### config.mk
export PLATFORM = sky130hd
export DESIGN_NAME = pwm_multi
export DESIGN_NICKNAME = d
export VERILOG_FILES = /design/src/rtl/pwm_multi.sv
export SDC_FILE = /design/constraint.sdc
export NUM_CORES = 1
export LEC_CHECK = 0
export ABC_AREA = 1
export CELL_PAD_IN_SITES_DETAIL_PLACEMENT = 2
export CELL_PAD_IN_SITES_GLOBAL_PLACEMENT = 2
export CORE_ASPECT_RATIO = 1.25
export CORE_UTILIZATION = 27
export DETAILED_ROUTE_END_ITERATION = 7
export GPL_TIMING_DRIVEN = 0
export PLACE_DENSITY_LB_ADDON = 0.1
export SETUP_SLACK_MARGIN = 0.05
export SKIP_CTS_REPAIR_TIMING = 1
export SLEW_MARGIN = 10
export SYNTH_ARGS = -nofsm -noshare
export SYNTH_HDL_FRONTEND = slang
export SYNTH_SLANG_ARGS = --single-unit
### constraint.sdc
create_clock -name clk50m -period 3.2 [get_ports clk50m]
set_input_delay 0.32 -clock clk50m [delete_from_list [all_inputs] [get_ports clk50m]]
set_output_delay 0.32 -clock clk50m [all_outputs]
set_load 0.01 [all_outputs]
### src/rtl/pwm_multi.sv
// N-channel PWM generator sharing one period counter (up, down, center-aligned).
// Shadow period/compare/polarity/mode inputs are adopted only at a period boundary.
module pwm_multi #(
  parameter int W = 8,
  parameter int N = 4
) (
  input  logic           clk50m,
  input  logic           rst_n,
  input  logic           en,
  input  logic [1:0]     mode,
  input  logic [W-1:0]   per,
  input  logic [N*W-1:0] cmp,
  input  logic [N-1:0]   pol,
  input  logic           upd,
  output logic [W-1:0]   cnt,
  output logic [N-1:0]   pwm,
  output logic           period_end,
  output logic           upd_pend
);

  localparam logic [1:0]   M_DOWN = 2'b01;
  localparam logic [1:0]   M_UD   = 2'b10;
  localparam logic [W-1:0] ONE    = W'(1);

  typedef enum logic {DIR_UP, DIR_DOWN} dir_t;

  logic [W-1:0]   r_cnt;
  dir_t           r_dir;
  logic [W-1:0]   r_per_a;
  logic [N*W-1:0] r_cmp_a;
  logic [N-1:0]   r_pol_a;
  logic [1:0]     r_mode_a;
  logic [N-1:0]   r_pwm;
  logic           r_period_end;
  logic           r_upd_pend;

  logic           w_lc;
  logic           w_boundary;
  logic           w_load;
  logic [W-1:0]   w_per_next;
  logic [N*W-1:0] w_cmp_next;
  logic [N-1:0]   w_pol_next;
  logic [1:0]     w_mode_next;
  logic [W-1:0]   w_cnt_next;
  dir_t           w_dir_next;
  logic [N-1:0]   w_pwm_next;

  // Last cycle of the current period; mode 11 falls into the up branch.
  always_comb begin
    case (r_mode_a)
      M_DOWN:  w_lc = (r_cnt == '0);
      M_UD:    w_lc = (r_per_a == '0) ||
                      ((r_cnt == ONE) && ((r_dir == DIR_DOWN) || (r_per_a == ONE)));
      default: w_lc = (r_cnt >= r_per_a);
    endcase
  end

  assign w_boundary  = en && w_lc;
  assign w_load      = w_boundary && (r_upd_pend || upd);
  assign w_per_next  = w_load ? per  : r_per_a;
  assign w_cmp_next  = w_load ? cmp  : r_cmp_a;
  assign w_pol_next  = w_load ? pol  : r_pol_a;
  assign w_mode_next = w_load ? mode : r_mode_a;

  always_comb begin
    w_cnt_next = r_cnt;
    w_dir_next = r_dir;
    if (w_boundary) begin
      w_dir_next = DIR_UP;
      w_cnt_next = (w_mode_next == M_DOWN) ? w_per_next : '0;
    end else if (en) begin
      case (r_mode_a)
        M_DOWN: w_cnt_next = r_cnt - ONE;
        M_UD: begin
          if (r_dir == DIR_DOWN) begin
            w_cnt_next = r_cnt - ONE;
          end else if (r_cnt < r_per_a) begin
            w_cnt_next = r_cnt + ONE;
          end else begin
            w_cnt_next = r_cnt - ONE;
            w_dir_next = DIR_DOWN;
          end
        end
        default: w_cnt_next = r_cnt + ONE;
      endcase
    end
  end

  // Outputs are derived from next-state values so pwm lines up with cnt.
  genvar gi;
  generate
    for (gi = 0; gi < N; gi++) begin : g_ch
      assign w_pwm_next[gi] = w_pol_next[gi] ^ (w_cnt_next < w_cmp_next[gi*W +: W]);
    end
  endgenerate

  always_ff @(posedge clk50m) begin
    if (!rst_n) begin
      r_cnt        <= '0;
      r_dir        <= DIR_UP;
      r_per_a      <= '0;
      r_cmp_a      <= '0;
      r_pol_a      <= '0;
      r_mode_a     <= '0;
      r_pwm        <= '0;
      r_period_end <= 1'b0;
      r_upd_pend   <= 1'b1;
    end else begin
      r_cnt        <= w_cnt_next;
      r_dir        <= w_dir_next;
      r_per_a      <= w_per_next;
      r_cmp_a      <= w_cmp_next;
      r_pol_a      <= w_pol_next;
      r_mode_a     <= w_mode_next;
      r_pwm        <= w_pwm_next;
      r_period_end <= w_boundary;
      r_upd_pend   <= w_boundary ? 1'b0 : (r_upd_pend || upd);
    end
  end

  assign cnt        = r_cnt;
  assign pwm        = r_pwm;
  assign period_end = r_period_end;
  assign upd_pend   = r_upd_pend;

endmodule

==> impl_metrics.env <==
export IMPL_worstPathBufferInverterCount=6
export IMPL_diodes=0
export IMPL_die_y_um=133
export IMPL_worst_slack_ns=0.0287
export IMPL_path_cells="ha_4 > a21oi_2 > nor2_1 > nor2_2 > nand3_2 > nand2_2 > inv_2 > buf_6 > buf_4 > nand4_1 > nand2_2 > nor2_8 > buf_6 > nand2_2 > nand2_4 > ha_1 > nand2_1 > inv_1 > nand2_1 > nand2_2 > nand2_2 > nand3_1 > nand2_1 > inv_1"
export IMPL_initial_core_util_pct=27.8
export IMPL_maxSlewViolCount=0
export IMPL_rsz0062_at_grt="yes"
export IMPL_critPathKind="reg2reg"
export IMPL_max_slew_margin_rel_pct=52.5
export IMPL_arrival_ns=3.41
export IMPL_synth_top_cell_by_area="dfxtp_1"
export IMPL_yosysMostFrequentCell="nand2_1"
export IMPL_fin_nets=684
export IMPL_synthTopCellsByArea="dfxtp_1, ha_1, nand2_1"
export IMPL_critical_path_top_delay_family="simple AND/OR/NAND/NOR gates"
export IMPL_cts_tree="yes"
export IMPL_die_area_sq_um=14200
export IMPL_worstSkewPairLatency_ns=0.34
export IMPL_grt_start_max_net_pins=11
export IMPL_finClkSkew_ns=0.00914
export IMPL_finalHoldViolCount=0
export IMPL_syn_to_final_growth_pct=56.3
export IMPL_start_kind="flop"
export IMPL_cts_buffers=9
export IMPL_die_w_um=107
export IMPL_syn_inst=490
export IMPL_cts_buffer_depth=2
export IMPL_tritoncts_num_sinks=61
export IMPL_status="complete, no violations"
export IMPL_drc_errors=0
export IMPL_final_antenna_net_count=0
export IMPL_synth_ff_type="dfxtp_1"
export IMPL_synth_seq_area_share_pct=33.0
export IMPL_setup_viol=0
export IMPL_synth_edf_count=0
export IMPL_worst_pin_slew_ns=0.712
export IMPL_io_buffers=61
export IMPL_finalCriticalPeriod_ns=3.17
export IMPL_track_usage_pct=18.8
export IMPL_drt_total_wl_mm=13.8
export IMPL_hold_slack_ns=0.370
export IMPL_worstPathRequired_ns=3.44
export IMPL_fillers=1502
export IMPL_synth_cell_types=30
export IMPL_grt_pass1_wl_mm=20.0
export IMPL_cts_max_level=3
export IMPL_core_sq_um=13300
export IMPL_place_inst=722
export IMPL_async_flop_share_pct=0
export IMPL_cpMostUsedCell="nand2_2"
export IMPL_syn_nets=581
export IMPL_place_ws_ns=-0.907
export IMPL_clk_pin_slew_ns=0.06
export IMPL_firstDrtPassIters=6
export IMPL_setup_tns_ns=0
export IMPL_yosysWarnings=0
export IMPL_grt_overflow=0
export IMPL_wire_per_inst_um=18.0
export IMPL_grt_antenna_before_repair=0
export IMPL_root_buffer="clkbuf_16"
export IMPL_final_cell_count_no_fill=769
export IMPL_first_global_vias=3929
export IMPL_io_pins=64
export IMPL_syn_area_sq_um=3700
export IMPL_fin_crit_sh_pct=99.1
export IMPL_cap_violations=0
export IMPL_end_kind="flop"
export IMPL_num_rows=47
export IMPL_critPathSlowestCell="dfxtp_4"
export IMPL_vias=3670
export IMPL_hold_class="in2reg"
export IMPL_drt_iter0_drc=59
export IMPL_max_freq_mhz=315
export IMPL_synth_ff_latch_count=61
export IMPL_vias_per_cell=4.77
export IMPL_synthTopCellsByCount="nand2_1, nor2_1, dfxtp_1"
export IMPL_synth_top_area_share_pct=33.0
export IMPL_path_max_fanout=8
export IMPL_syn_avg_cell_area_sq_um=7.55
export IMPL_gp_congestion=0.786
export IMPL_dp_hpwl_mm=9.71
export IMPL_drive_gt1_share_pct=28.1
export IMPL_max_stage_delay_ns=0.37
layout by cell type, fill, tap and decap left out, drive strengths merged:
cell type,instances
nand3,17
nor3,6
mux2i,32
nand4,3
xnor2,5
ha,41
a21oi,26
inv,50
buf,38
a21o,1
clkbuf,23
o211ai,9
o221ai,5
clkdlybuf4s50,61
o21ai,12
a211oi,4
o31ai,1
bufinv,2
clkinvlp,1
nor2,72
nand2,121
dfxtp,61
o311ai,1
xor2,6
worst register-to-register path: cells and delay by family (launching register included):
family	cells	cell delay [ns]
DFF	1	0.37
adders and majority gates	2	0.50
AOI/OAI and AO/OA	1	0.11
buffers and inverters	6	0.52
and+or+nand+nor	15	1.58
flip-flops by register name (all words and copies together), names as in the netlist:
register,cells
period_end,1
r_dir,1
r_mode_a,2
upd_pend,1
r_pol_a,4
r_cmp_a,32
pwm,4
r_per_a,8
cnt,8
stage by stage:
stage	utilization [%]	area [sq um]
2_1_floorplan	-	3700
3_3_place_gp	34.0	4520
3_5_place_dp	34.0	4520
4_1_cts	36.5	4850
5_1_grt	43.5	5780
6_report	43.5	5780
logic make-up after synthesis:
kind of cell / Yosys count / synth area share, %
xor gates and xnor gates: 11 / 2.60
and+or+nand+nor: 219 / 24.9
DFF: 61 / 33.0
adders and majority gates: 41 / 13.9
muxes: 32 / 8.66
buffers and inverters: 67 / 7.30
AOI/OAI and AO/OA: 59 / 9.71
final cells by class:
class	instances	area [sq um]	share of cell area, %
inverters	50	190	3.29
flip-flops and latches	61	1240	21.5
multi-input cells	362	2780	48.0
clock buffers	13	260	4.50
well taps	171	214	3.70
repair buffers	92	892	15.4
clock inverters	3	67.6	1.17
plain buffers	17	135	2.34
layer usage:
layer	GRT usage [%]	part of all wire (%)	vias to the layer above
met3	3.79	2.0	13
met2	34.9	56	48
met1	21.3	41	1800
met4	5.02	1.4	0
li1	-	-	1809
met5	0	0	-
final timing paths:
| kind | depth (start not counted) | from | endpoint | slack [ns] |
|---|---|---|---|---|
| max | 24 | cnt[5] | pwm[3] | 0.03 |
| min | 2 | rst_n | upd_pend | 0.37 |
| max reg2reg | 24 | cnt[5] | pwm[3] | 0.03 |
| min reg2reg | 2 | r_cmp_a[24] | r_cmp_a[24] | 0.48 |
Power is not shown: default switching activity piles up to over one toggle a cycle in this logic, so the estimate is an artifact.
